### config.mk
export PLATFORM = sky130hd
export DESIGN_NAME = mv_trace_drain
export DESIGN_NICKNAME = d
export VERILOG_FILES = /design/src/rtl/mv_trace_drain.sv
export SDC_FILE = /design/constraint.sdc
export NUM_CORES = 1
export LEC_CHECK = 0
export CAP_MARGIN = 20
export CORE_MARGIN = 5
export CORE_UTILIZATION = 59
export DETAILED_ROUTE_END_ITERATION = 10
export GPL_ROUTABILITY_DRIVEN = 0
export PLACE_DENSITY_LB_ADDON = 0.2
export SLEW_MARGIN = 20
export SYNTH_ARGS = -nofsm -noshare
export SYNTH_HDL_FRONTEND = slang
export SYNTH_SLANG_ARGS = --single-unit
### constraint.sdc
create_clock -name wr_clock -period 2.85 [get_ports wr_clock]
set_clock_uncertainty 0.1 [all_clocks]
set_input_delay 0.285 -clock wr_clock [delete_from_list [all_inputs] [get_ports wr_clock]]
set_output_delay 0.285 -clock wr_clock [all_outputs]
set_load 0.02 [all_outputs]
### src/rtl/mv_trace_drain.sv
// rtl/mv_trace_drain.sv - trace buffer reader: frames drained bytes into packets and drives the trace-command handshake
module mv_trace_drain #(
  parameter int unsigned PAYLOAD_LEN   = 64,
  parameter int unsigned REQ_HOLD      = 8,
  parameter int unsigned FLUSH_TIMEOUT = 1024,
  parameter logic [7:0]  PAD_BYTE      = 8'h00
) (
  input  logic        wr_clock,
  input  logic        reset_n,
  input  logic [7:0]  buf_data,
  input  logic        buf_empty,
  output logic        buf_rd_en,
  output logic [7:0]  tx_data,
  output logic        tx_valid,
  input  logic        tx_ready,
  input  logic        cmd_valid,
  input  logic [7:0]  cmd_in,
  output logic        trace_req,
  output logic [7:0]  trace_cmd,
  output logic        cmd_busy,
  output logic [7:0]  seq_num,
  output logic [15:0] pkt_count
);
  localparam int unsigned IW = $clog2(FLUSH_TIMEOUT + 1);
  localparam int unsigned CW = $clog2(REQ_HOLD + 1);
  localparam logic [7:0]    LEN8      = 8'(PAYLOAD_LEN);
  localparam logic [7:0]    LAST      = 8'(PAYLOAD_LEN - 1);
  localparam logic [IW-1:0] FT_LAST   = IW'(FLUSH_TIMEOUT - 1);
  localparam logic [CW-1:0] HOLD_LAST = CW'(REQ_HOLD - 1);

  typedef enum logic [2:0] {IDLE, SYNC0, SYNC1, SEQ, LEN, PAYLOAD, PAD, CHK} state_t;
  typedef enum logic [1:0] {CIDLE, CHIGH, CLOW} cstate_t;

  state_t        state_q, state_d;
  cstate_t       cstate_q, cstate_d;
  logic [7:0]    payload_cnt, chk, load_byte;
  logic [IW-1:0] idle_cnt;
  logic [CW-1:0] ccnt, ccnt_d;
  logic          chk_sent, load_ok, load, consume, idle_tick, pkt_done, cmd_load;

  assign load_ok = ~tx_valid | tx_ready;

  always_comb begin
    state_d   = state_q;
    load      = 1'b0;
    load_byte = 8'h00;
    buf_rd_en = 1'b0;
    consume   = 1'b0;
    idle_tick = 1'b0;
    pkt_done  = 1'b0;
    case (state_q)
      IDLE:  if (!buf_empty) state_d = SYNC0;
      SYNC0: if (load_ok) begin load = 1'b1; load_byte = 8'hA5;   state_d = SYNC1;   end
      SYNC1: if (load_ok) begin load = 1'b1; load_byte = 8'h5A;   state_d = SEQ;     end
      SEQ:   if (load_ok) begin load = 1'b1; load_byte = seq_num; state_d = LEN;     end
      LEN:   if (load_ok) begin load = 1'b1; load_byte = LEN8;    state_d = PAYLOAD; end
      PAYLOAD: begin
        buf_rd_en = load_ok & (payload_cnt < LEN8);
        if (buf_rd_en && !buf_empty) begin
          consume   = 1'b1;
          load      = 1'b1;
          load_byte = buf_data;
          if (payload_cnt == LAST) state_d = CHK;
        end else if (load_ok && buf_empty) begin
          idle_tick = 1'b1;
          if (idle_cnt == FT_LAST) state_d = PAD;
        end
      end
      PAD: if (load_ok) begin
        load      = 1'b1;
        load_byte = PAD_BYTE;
        if (payload_cnt == LAST) state_d = CHK;
      end
      CHK: begin
        // Load the checksum once, then leave only when it has actually been accepted.
        if (!chk_sent) begin
          if (load_ok) begin load = 1'b1; load_byte = chk; end
        end else if (tx_valid && tx_ready) begin
          pkt_done = 1'b1;
          state_d  = IDLE;
        end
      end
      default: state_d = IDLE;
    endcase
  end

  always_ff @(posedge wr_clock or negedge reset_n) begin
    if (!reset_n) begin
      state_q     <= IDLE;
      tx_data     <= 8'h00;
      tx_valid    <= 1'b0;
      chk         <= 8'h00;
      payload_cnt <= 8'h00;
      idle_cnt    <= '0;
      chk_sent    <= 1'b0;
      seq_num     <= 8'h00;
      pkt_count   <= 16'h0000;
    end else begin
      state_q <= state_d;
      if (load) begin
        tx_data  <= load_byte;
        tx_valid <= 1'b1;
      end else if (tx_ready) begin
        tx_valid <= 1'b0;
      end
      if (load && state_q == SEQ) chk <= load_byte;
      else if (load && state_q inside {LEN, PAYLOAD, PAD}) chk <= chk ^ load_byte;
      if (state_q == SEQ) payload_cnt <= 8'h00;
      else if (load && state_q inside {PAYLOAD, PAD}) payload_cnt <= payload_cnt + 8'd1;
      if (state_q == SEQ || consume) idle_cnt <= '0;
      else if (idle_tick) idle_cnt <= idle_cnt + IW'(1);
      if (pkt_done) chk_sent <= 1'b0;
      else if (load && state_q == CHK) chk_sent <= 1'b1;
      if (pkt_done) begin
        seq_num <= seq_num + 8'd1;
        if (pkt_count != 16'hFFFF) pkt_count <= pkt_count + 16'd1;
      end
    end
  end

  always_comb begin
    cstate_d  = cstate_q;
    ccnt_d    = ccnt;
    cmd_load  = 1'b0;
    trace_req = (cstate_q == CHIGH);
    cmd_busy  = (cstate_q != CIDLE);
    case (cstate_q)
      CIDLE: if (cmd_valid) begin
        cmd_load = 1'b1;
        ccnt_d   = '0;
        cstate_d = CHIGH;
      end
      CHIGH: if (ccnt == HOLD_LAST) begin ccnt_d = '0; cstate_d = CLOW; end
             else ccnt_d = ccnt + CW'(1);
      CLOW:  if (ccnt == HOLD_LAST) begin ccnt_d = '0; cstate_d = CIDLE; end
             else ccnt_d = ccnt + CW'(1);
      default: cstate_d = CIDLE;
    endcase
  end

  always_ff @(posedge wr_clock or negedge reset_n) begin
    if (!reset_n) begin
      cstate_q  <= CIDLE;
      ccnt      <= '0;
      trace_cmd <= 8'h00;
    end else begin
      cstate_q <= cstate_d;
      ccnt     <= ccnt_d;
      if (cmd_load) trace_cmd <= cmd_in;
    end
  end
endmodule

# After elaboration in Yosys (flattened, before gate mapping)
# Index checks and enable logic that the tools add are counted.
[totals]
reg_bits = 78
latchBits = 0
ramBits = 0
mem_bits_ro = 0
inputBits = 21
out_inout_bits = 44
wordCells = 126
memories = 0
[classes]
add_sub_neg = 5
multipliers = 0
div = 0
order_cmp = 1
n_eq_ne = 26
shifts = 0
muxes = 52
bitwise = 4
n_reduce_logical = 26
[ops]
columns = ["cell", "n"]
rows = [
  ["2-to-1 mux 8 bit", 9],
  ["one-hot mux 8 bit (6 select lines)", 1],
  ["2-to-1 mux 3 bit", 12],
  ["one-hot mux 3 bit (8 select lines)", 1],
  ["2-to-1 mux 11 bit", 2],
  ["!= test 2 bit (second input constant)", 10],
  ["2-to-1 mux 1 bit", 17],
  ["adder 16 x 1 -> 16 bit (second input constant)", 1],
  ["adder 8 x 1 -> 8 bit (second input constant)", 2],
  ["!= test 16 bit (second input constant)", 1],
  ["nonzero test 2 bit", 8],
  ["2-to-1 mux 7 bit", 2],
  ["equality test 3 bit (second input constant)", 4],
  ["adder 11 x 1 -> 11 bit (second input constant)", 1],
  ["equality test 11 x 10 -> 1 bit (second input constant)", 1],
  ["AND reduction 10 bit", 1],
  ["equality test 8 x 6 -> 1 bit (second input constant)", 1],
  ["less-than comparator 8 x 7 -> 1 bit (second input constant)", 1],
  ["2-to-1 mux 4 bit", 2],
  ["one-hot mux 4 bit (2 select lines)", 1],
  ["XOR 8 bit", 1],
  ["logical AND 1 bit", 7],
  ["equality test 3 x 2 -> 1 bit (second input constant)", 2],
  ["2-to-1 mux 2 bit", 3],
  ["21 further kinds", 23],
]

# Depth between registers and ports, before layout
# Gate-level depths: netlist (run 1).
[logic_depth]
ltp_word = 9
mapped_depth = 8
depth_no_buf = 6

# Least setup slack after synthesis (run 1)
# Ideal clock, no wire load.
[synth_timing]
path_kind = "register to register"
from = "register pkt_count[0]"
to = "register pkt_count[1]"
setup_ns = 0.125
arrival_time_ns = 1.720
t_required_ns = 2.625
setup_slack_ns = 0.905
path_stages_with_launch = 5
path_buffers = 0
period_less_slack_ns = 1.945
path_cell_list = "dfrtp_1 ha_1 and3_1 a31oi_2 mux2_2"
[synth_via]
elab_chain_cells = 2
elab_cells_between_ends = 3
classes_between = "add/sub (1); eq/ne (1); reduce/logical (1)"
[synth_lines]
columns = ["item", "line_no", "rtl"]
rows = [
  ["from (decl)", "22", "output logic [15:0] pkt_count"],
  ["from (signal assigned)", "116", "if (pkt_count != 16'hFFFF) pkt_count <= pkt_count + 16'd1;"],
  ["parallel branches: the longest is 2 deep, another holds adder 16 x 1 -> 16 bit", "-", ""],
]
# Several ways; the timed one is not identified.
# A chain may end at the register's enable or synchronous reset.

# Worst setup path in the final report (run 1)
[layout_timing]
from = "register state_q[1]"
to = "output buf_rd_en"
[layout_via]
elab_chain_cells = 2
[layout_lines]
columns = ["item", "line_no", "rtl"]
rows = [
  ["from (decl)", "34", "state_t state_q, state_d;"],
  ["from (signal assigned)", "99", "state_q <= state_d;"],
  ["equality test 3 bit", "51", "case (state_q)"],
  ["2-to-1 mux 1 bit", "51", ""],
  ["to (decl)", "12", "output logic buf_rd_en,"],
]
# Every way passes these cells.

==> metrics, run 1 <==
Hold WC Path Type reg -> reg; final setup fails 0; CTS tree built; status completed; sequential element share of the synthesized area 0.452; r2r setup slk ~0.3 ns; required time of the critical path 2.47 ns; maxcap violations 0; worst-path maximum fanout 18; largest net degree at the start of global routing 79; library cells used by synthesis 64; DR vias 3,648; Reg2Reg Depth 5; Worst-Skew Late Latency about 0.34 ns; total wire length around 10,000 microns; Post-CTS Setup Inserts 0; Buf+Inv Stages, Crit Path 1; Max Freq 376 MHz; Die Y-Extent around 96 microns; CP startpoint kind flip-flop; CORE AREA 7180 sq um; Worst Setup End Kind output port; ANT cells 0; Worst Setup EP buf_rd_en; DPL Wire Length 7010 microns; Die ar. approximately 9100 sq um; Routed Antenna Nets 0; YS warnings 0; io pins 65; area delta synth->final 21.3%; Worst Path Arrival approximately 2.3 ns; power consumption ~4.8 mW; Tcrit/Tclk final 0.932; Synth Net Count ~470; VDD IR max around 0.55 mV; Worst Tran Pin Value about 1 ns; Root Driver clkbuf_8; CP peak stage delay 0.65 ns; Post-synth EDFFs 0; Via density 6.03; Post-Synthesis Cells 437; Initial Utilization 0.602; initial antenna violation count 0; row cnt 31; Die W between 90 and 100 microns; worst-path cell chain nand3b_2 > nor4_1 > clkdlybuf4s50_1; H-tree depth 3; RSZ-0062 raised after global routing no; Top delay family on crit path simple AND/OR/NAND/NOR gates; crit path launch state_q[1]; Max clock buf depth 2; Top FF cell, synth dfrtp_1; layout cells sized above 1 0.107; Starting DRT DRC Count 287; CP Class reg -> out; DR pass1 iterations 5; Fin Setup TNS 0 ns; final hold violations 0; Final #Nets between 500 and 600; FF-to-FF Start state_q[1]; Mapped Area approximately 4300 sq um; DRC Markers 0; Slew Limit Fails 0; Routed wire per std cell approximately 17 microns; CTS-repair resized insts 0; Slowest cell on crit path clkdlybuf4s50_1; Clock Sinks between 70 and 80; P_leak 2.24 nW; syn_area_per_cell roughly 10 sq um; Power per Cell Area about 900 nW/um^2; Slew headroom 0.331; CP Depth 3; number of port buffers 64; FF+latch count, synth 78; CTS clk-pin slew, worst paths 0.08 ns; # hold bufs at CTS 0; vias in the first global route between 3,000 and 4,000; remaining global-route overflow 0; Final min period ~2.7 ns; Synth async-reset ratio 1.00; Reg2Reg Capture Point chk[6]; total CTS buffers 9; first-pass GRT wire length between 15,000 and 20,000 microns; Fillers roughly 550; gr usage total 0.233
through the flow:
stage / cells / area [sq um] / hold WS, ns / util / setup WS (ns)
floorplan: 437 / 4320 / -0.111 / - / 0.905
global placement: 588 / 5050 / 0.362 / 0.703 / 0.335
detailed placement: 588 / 5050 / 0.366 / 0.703 / 0.192
CTS: 604 / 5230 / 0.0314 / 0.728 / 0.193
global route: 605 / 5240 / 0.403 / 0.730 / 0.0876
finish: 605 / 5240 / 0.384 / 0.730 / 0.194
kinds of logic (layout without fill, tap and decap cells):
group           count (synthesis)  after routing  share of synthesized area
mux                            12             12                     0.0307
buf+inv                        29             98                     0.0316
fa+ha+maj                       8              8                     0.0232
flops                          78             78                      0.452
simple gates                  188            188                      0.245
xor+xnor                       30             30                     0.0608
compound gates                 92             92                      0.157
worst min-delay path by stage:
stage	startpoint	cells past startpoint	slack (ns)	to
CTS	reset_n	1	0.03	seq_num[7]
floorplan	reset_n	0	-0.11	ccnt[0]
detailed placement	tx_data[4]	1	0.37	tx_data[4]
global route	tx_data[1]	1	0.40	tx_data[1]
finish	tx_data[4]	1	0.38	tx_data[4]
global placement	tx_data[4]	1	0.36	tx_data[4]
final cells by class:
class / count / area [sq um] / share of cell area
Inverter: 7 / 26.3 / 0.00501
Clock buffer: 10 / 138 / 0.0263
Timing Repair Buffer: 75 / 727 / 0.139
Multi-Input combinational cell: 330 / 2230 / 0.426
Clock inverter: 6 / 42.5 / 0.00812
Sequential cell: 78 / 1950 / 0.372
Tap cell: 99 / 124 / 0.0236
layer usage:
metal  routed length (microns)  GRT usage
met3                       503     0.0489
met1                      4590      0.328
met4                       245     0.0960
met5                         0          0
met2                      4770      0.350
report_power, final:
part	switching [mW]	total, mW	internal, mW	leakage [nW]
Sequential	0.348	1.74	1.39	1.03
Clock	0.422	0.765	0.343	0.0891
Combinational	1.30	2.32	1.03	1.13
Total	2.07	4.82	2.76	2.24
registers in the layout, summed over array words and instances (netlist names):
register,flops
ccnt,4
chk,8
chk_sent,1
cstate_q,2
idle_cnt,11
payload_cnt,8
pkt_count,16
seq_num,8
state_q,3
trace_cmd,8
tx_data,8
tx_valid,1
cells in the mapped netlist (3+ instances only):
cell type | number | area, sq um
inv_1 | 7 | 26.3
nor3_1 | 15 | 75.1
nand4_1 | 14 | 87.6
nor4_1 | 11 | 68.8
a21boi_0 | 4 | 30.0
a21oi_1 | 18 | 90.1
a41oi_1 | 3 | 26.3
a21o_1 | 8 | 60.1
nor2_1 | 26 | 97.6
nand2_1 | 29 | 109
xor2_1 | 11 | 96.3
o211ai_1 | 3 | 22.5
o31ai_1 | 3 | 22.5
o21ai_1 | 3 | 15.0
buf_2 | 10 | 50.1
xnor2_1 | 19 | 166
mux2_2 | 10 | 113
o21ai_0 | 6 | 30.0
clkbuf_1 | 9 | 33.8
and3_1 | 14 | 87.6
nor2b_1 | 9 | 56.3
nand3_1 | 22 | 110
dfrtp_1 | 78 | 1950
nand3b_1 | 6 | 45.0
ha_1 | 8 | 100
o22ai_1 | 7 | 43.8
a211o_1 | 5 | 43.8
nor3b_1 | 5 | 37.5
nand2b_1 | 13 | 81.3
or3_1 | 4 | 25.0
a211oi_1 | 7 | 52.6
o221ai_1 | 6 | 52.6
and4_1 | 7 | 61.3
layout by cell type, fill, tap and decap left out, drive strengths merged, types with 4 or more instances in the layout:
cell / netlist / routed
a21o: 8 / 8
a211oi: 8 / 8
nor2: 28 / 28
o21ai: 9 / 9
xnor2: 19 / 19
nor2b: 9 / 9
nand4: 14 / 14
nor3b: 5 / 5
nand2: 29 / 29
mux2: 10 / 10
and3: 14 / 14
nand2b: 13 / 13
clkbuf: 9 / 10
o22ai: 7 / 7
nor4: 12 / 12
ha: 8 / 8
or3: 4 / 4
o221ai: 6 / 6
dfrtp: 78 / 78
nand3b: 7 / 7
inv: 7 / 9
a21boi: 5 / 5
nand3: 23 / 23
a211o: 5 / 5
nor3: 16 / 16
and4: 7 / 7
buf: 13 / 11
clkdlybuf4s50: 0 / 63
xor2: 11 / 11
a21oi: 18 / 18
No activity file was read; power rests on OpenSTA's default activity.
==> run 2, diff against run 1 <==
--- a/config.mk
+++ b/config.mk
@@ -11,7 +11,6 @@
 export DETAILED_ROUTE_END_ITERATION = 10
 export GPL_ROUTABILITY_DRIVEN = 0
 export PLACE_DENSITY_LB_ADDON = 0.2
-export SLEW_MARGIN = 20
 export SYNTH_ARGS = -nofsm -noshare
 export SYNTH_HDL_FRONTEND = slang
 export SYNTH_SLANG_ARGS = --single-unit
==> metrics, run 2 (synthesis results as in run 1) <==
H-tree depth 3 (unchanged); max reg flops 16 (unchanged); Hold WC Path Type in -> async (was reg -> reg); commonest non-fill, non-tap cells in the layout 78 x dfrtp_1, 63 x clkdlybuf4s50_1, 29 x nand2_1 (unchanged); total wire length 10,100 microns (about the same); required time of the critical path 2.47 ns (about the same); final instance area 5260 sq um (was 5240 sq um); status completed (unchanged); ANT cells 0 (unchanged); RSZ-0062 raised after global routing no (unchanged); Worst Tran Pin Value 0.991 ns (was 1.00 ns); largest net degree at the start of global routing 79 (unchanged); commonest non-fill, non-tap cell in the layout dfrtp_1 (unchanged); P_leak 2.26 nW (was 2.24 nW); DP Area 5050 sq um (unchanged); Starting DRT DRC Count 291 (was 287); vias in the first global route 3,473 (unchanged); DR pass1 iterations 6 (was 5); Fillers 543 (was 551); Tcrit/Tclk final 0.935 (was 0.932); row cnt 31 (unchanged); Buf+Inv Stages, Crit Path 1 (unchanged); Final #Nets 531 (was 530); CP peak stage delay 0.65 ns (about the same); Reg area 1950 sq um (unchanged); Slowest cell on crit path clkdlybuf4s50_1 (unchanged); Post-CTS Setup Inserts 0 (unchanged); remaining global-route overflow 0 (unchanged); initial antenna violation count 0 (unchanged); CTS-repair resized insts 0 (unchanged); first-pass GRT wire length 16,800 microns (unchanged); Routed Antenna Nets 0 (unchanged); Max clock buf depth 2 (unchanged); final setup fails 0 (unchanged); area delta synth->final 21.9% (was 21.3%); DRC Markers 0 (unchanged); CP Class reg -> out (unchanged); Die W 95.6 microns (unchanged); number of port buffers 64 (unchanged); Worst Path Arrival 2.28 ns (was 2.27 ns); Routed wire per std cell 16.7 microns (about the same); maxcap violations 0 (unchanged); DPL Wire Length 7010 microns (unchanged); Slew headroom 0.339 (was 0.331); worst-path cell chain nand3b_2 > nor4_1 > clkdlybuf4s50_1 (unchanged); Final min period 2.66 ns (about the same); Biggest register pkt_count (unchanged); Top delay family on crit path simple AND/OR/NAND/NOR gates (unchanged); worst-path maximum fanout 18 (unchanged); Power per Cell Area 917 nW/um^2 (was 920 nW/um^2); Worst Setup End Kind output port (unchanged); top flop regs pkt_count: 16 flops, idle_cnt: 11 flops (unchanged); Via density 6.06 (was 6.03); CP startpoint kind flip-flop (unchanged); Die Y-Extent 95.6 microns (unchanged); DR vias 3,675 (was 3,648); CTS clk-pin slew, worst paths 0.08 ns (about the same); Clock Sinks 78 (unchanged); layout cells sized above 1 0.108 (was 0.107); gr usage total 0.233 (unchanged); multi-input logic area 2230 sq um (unchanged); Max Freq 375 MHz (was 376 MHz); Die ar. 9130 sq um (unchanged); Initial Utilization 0.602 (unchanged); total CTS buffers 9 (unchanged); CORE AREA 7180 sq um (unchanged); Slew Limit Fails 0 (unchanged); Root Driver clkbuf_8 (unchanged); Fin Setup TNS 0 ns (unchanged); CTS tree built (unchanged); Worst-Skew Late Latency 0.34 ns (about the same); final hold violations 0 (unchanged); io pins 65 (unchanged); VDD IR max 0.546 mV (about the same)
[run 2: path summary, 6_finish.rpt]
path	startpoint	end	slack [ns]	depth (start not counted)
hold / removal	reset_n	ccnt[3]	0.28	2
hold reg to reg	tx_data[4]	tx_data[4]	0.38	1
setup / recovery	state_q[1]	buf_rd_en	0.19	3
min in group wr_clock	tx_data[4]	tx_data[4]	0.38	1
max in group asynchronous	reset_n	idle_cnt[5]	1.80	3
setup reg to reg	state_q[1]	chk[6]	0.30	5
[run 2: timing repair]
item | CTS | global route
hold endpoints to repair | 0 | 18
hold buffers | 0 | 1
endpoints found under the setup margin | 0 | 0
[run 2: stage by stage]
stage	util	total power [mW]	instances	hold WS [ns]	worst slack (ns)
6_report	0.734	4.83	606	0.276	0.186
5_1_grt	0.734	5.15	606	0.298	0.0876
4_1_cts	0.728	4.83	604	0.0314	0.193
3_3_place_gp	0.703	3.96	588	0.362	0.335
2_1_floorplan	-	3.32	437	-0.111	0.905
3_5_place_dp	0.703	4.05	588	0.366	0.192
[run 2: power by group]
| part | switching [mW] | internal, mW |
|---|---|---|
| Clock | 0.422 | 0.343 |
| Combinational | 1.30 | 1.03 |
| Sequential | 0.347 | 1.39 |
| Total | 2.06 | 2.76 |
[run 2: area by class of cell]
cell class                      count  share of cell area
Inverter                            7             0.00499
Timing Repair Buffer               76               0.143
Tap cell                           99              0.0235
Clock buffer                       10              0.0261
Multi-Input combinational cell    330               0.424
Sequential cell                    78               0.371
Clock inverter                      6             0.00808
[run 2: metal layers]
metal  GRT usage  vias to the layer above  part of all wire
li1            -                     1755                 -
met1       0.328                     1784              0.45
met2       0.350                      112              0.47
met3      0.0489                       24             0.056
met4      0.0960                        0             0.026
met5           0                        -                 0
==> run 3, diff against run 2 <==
--- a/config.mk
+++ b/config.mk
@@ -5,9 +5,10 @@
 export SDC_FILE = /design/constraint.sdc
 export NUM_CORES = 1
 export LEC_CHECK = 0
-export CAP_MARGIN = 20
+export CAP_MARGIN = 5
 export CORE_MARGIN = 5
 export CORE_UTILIZATION = 59
+export CTS_BUF_LIST = sky130_fd_sc_hd__clkbuf_16
 export DETAILED_ROUTE_END_ITERATION = 10
 export GPL_ROUTABILITY_DRIVEN = 0
 export PLACE_DENSITY_LB_ADDON = 0.2
==> metrics, run 3 (synthesis results as in run 1) <==
largest net degree at the start of global routing 79 (unchanged); Routed wire per std cell 17.3 microns (was 16.7 microns); Die W 95.6 microns (unchanged); DR pass1 iterations 5 (was 6); Buf+Inv Stages, Crit Path 1 (unchanged); status completed (unchanged); pre-CTS worst setup slack 0.192 ns (unchanged); Final #Nets 529 (was 531); Top delay family on crit path simple AND/OR/NAND/NOR gates (unchanged); Clock Sinks 78 (unchanged); area delta synth->final 23.1% (was 21.9%); Starting DRT DRC Count 358 (was 291); Via density 6.17 (was 6.06); row cnt 31 (unchanged); Biggest register pkt_count (unchanged); Max clock buf depth 2 (unchanged); total CTS buffers 9 (unchanged); CTS tree built (unchanged); top flop regs pkt_count: 16 flops, idle_cnt: 11 flops (unchanged); CP startpoint kind flip-flop (unchanged); commonest non-fill, non-tap cell in the layout dfrtp_1 (unchanged); remaining global-route overflow 0 (unchanged); Initial Utilization 0.602 (unchanged); power consumption 5.13 mW (was 4.83 mW); final setup margin 0.197 ns (was 0.186 ns); Worst Path Arrival 2.27 ns (was 2.28 ns); gr usage total 0.240 (was 0.233); required time of the critical path 2.47 ns (about the same); Max Freq 377 MHz (was 375 MHz); io pins 65 (unchanged); Die Y-Extent 95.6 microns (unchanged); worst-path cell chain nand3b_2 > nor4_1 > clkdlybuf4s50_1 (unchanged); CP Class reg -> out (unchanged); Root Driver clkbuf_16 (was clkbuf_8); Fin Setup TNS 0 ns (unchanged); Worst-Skew Late Latency 0.33 ns (was 0.34 ns); VDD IR max 0.525 mV (was 0.546 mV); CP peak stage delay 0.65 ns (about the same); # hold bufs at CTS 0 (unchanged); H-tree depth 3 (unchanged); maxcap violations 0 (unchanged); first-pass GRT wire length 17,200 microns (was 16,800 microns); RSZ-0062 raised after global routing no (unchanged); Tcrit/Tclk final 0.931 (was 0.935); final setup fails 0 (unchanged); Power per Cell Area 965 nW/um^2 (was 917 nW/um^2); Routed Antenna Nets 0 (unchanged); ANT cells 0 (unchanged); Hold WC Path Type in -> async (unchanged); CTS-repair resized insts 0 (unchanged); max reg flops 16 (unchanged); commonest non-fill, non-tap cells in the layout 78 x dfrtp_1, 63 x clkdlybuf4s50_1, 29 x nand2_1 (unchanged); vias in the first global route 3,529 (was 3,473); Final min period 2.65 ns (was 2.66 ns); DRC Markers 0 (unchanged); layout cells sized above 1 0.105 (was 0.108); P_leak 2.28 nW (was 2.26 nW); CORE AREA 7180 sq um (unchanged); DPL Wire Length 7010 microns (unchanged); final hold violations 0 (unchanged); Die ar. 9130 sq um (unchanged); Slew Limit Fails 0 (unchanged); Slew headroom 0.319 (was 0.339); Worst Setup End Kind output port (unchanged); DR vias 3,727 (was 3,675); Post-CTS Setup Inserts 0 (unchanged); worst-path maximum fanout 18 (unchanged); number of port buffers 64 (unchanged); Worst Tran Pin Value 1.02 ns (was 0.991 ns); initial antenna violation count 0 (unchanged); CTS clk-pin slew, worst paths 0.06 ns (was 0.08 ns); total wire length 10,400 microns (was 10,100 microns); Slowest cell on crit path clkdlybuf4s50_1 (unchanged)
-- run 3: changes by cell type in the layout (fill, tap and decap cells not counted), sizes merged --
cell | previous run | this run
buf | 12 | 11
dlygate4sd3 | 1 | 0
clkinv | 2 | 3
clkbuf | 10 | 9
-- run 3: per-stage QoR --
stage / cell area, sq um / utilization / cells / hold slack [ns]
2_1_floorplan: 4320 / - / 437 / -0.111
3_3_place_gp: 5050 / 0.703 / 588 / 0.362
3_5_place_dp: 5050 / 0.703 / 588 / 0.366
4_1_cts: 5320 / 0.741 / 604 / 0.0498
5_1_grt: 5320 / 0.741 / 604 / 0.108
6_report: 5320 / 0.741 / 604 / 0.000986
-- run 3: path summary, 6_finish.rpt --
check,startpoint,to,slack (ns),cells after the start
worst min register to register,tx_data[4],tx_data[4],0.37,1
max in group asynchronous,reset_n,idle_cnt[7],2.02,1
worst max register to register,state_q[1],chk[6],0.25,5
worst min-delay path,reset_n,cstate_q[0],0.001,1
worst max-delay path,state_q[1],buf_rd_en,0.20,3
min in group wr_clock,tx_data[4],tx_data[4],0.37,1
-- run 3: worst reg2reg max path, cell delays in order, from the launching register on --
cell      delay, ns
dfrtp_1        0.68
nor4bb_1       0.16
and3_1         0.26
nor2_2         0.78
nor3b_1        0.12
nor4_1         0.37
-- run 3: layer usage --
metal,part of all wire,global-route usage,wire length [microns],up-vias
met5,0,0,0,-
met4,0.034,0.124,356,0
met3,0.057,0.0489,593,31
met2,0.47,0.358,4900,140
met1,0.44,0.331,4570,1801
li1,-,-,-,1755
-- run 3: cell type report --
type / count / area [sq um]
clock buffers: 9 / 225
repair buffers: 74 / 713
well taps: 99 / 124
flip-flops and latches: 78 / 1950
fillers: 531 / 1860
inverters: 7 / 26.3
clock inverters: 7 / 46.3
multi-input cells: 330 / 2230
-- run 3: power by group --
group / leakage [nW] / switching [mW] / internal [mW]
Clock: 0.130 / 0.459 / 0.589
Combinational: 1.12 / 1.31 / 1.03
Sequential: 1.03 / 0.354 / 1.39
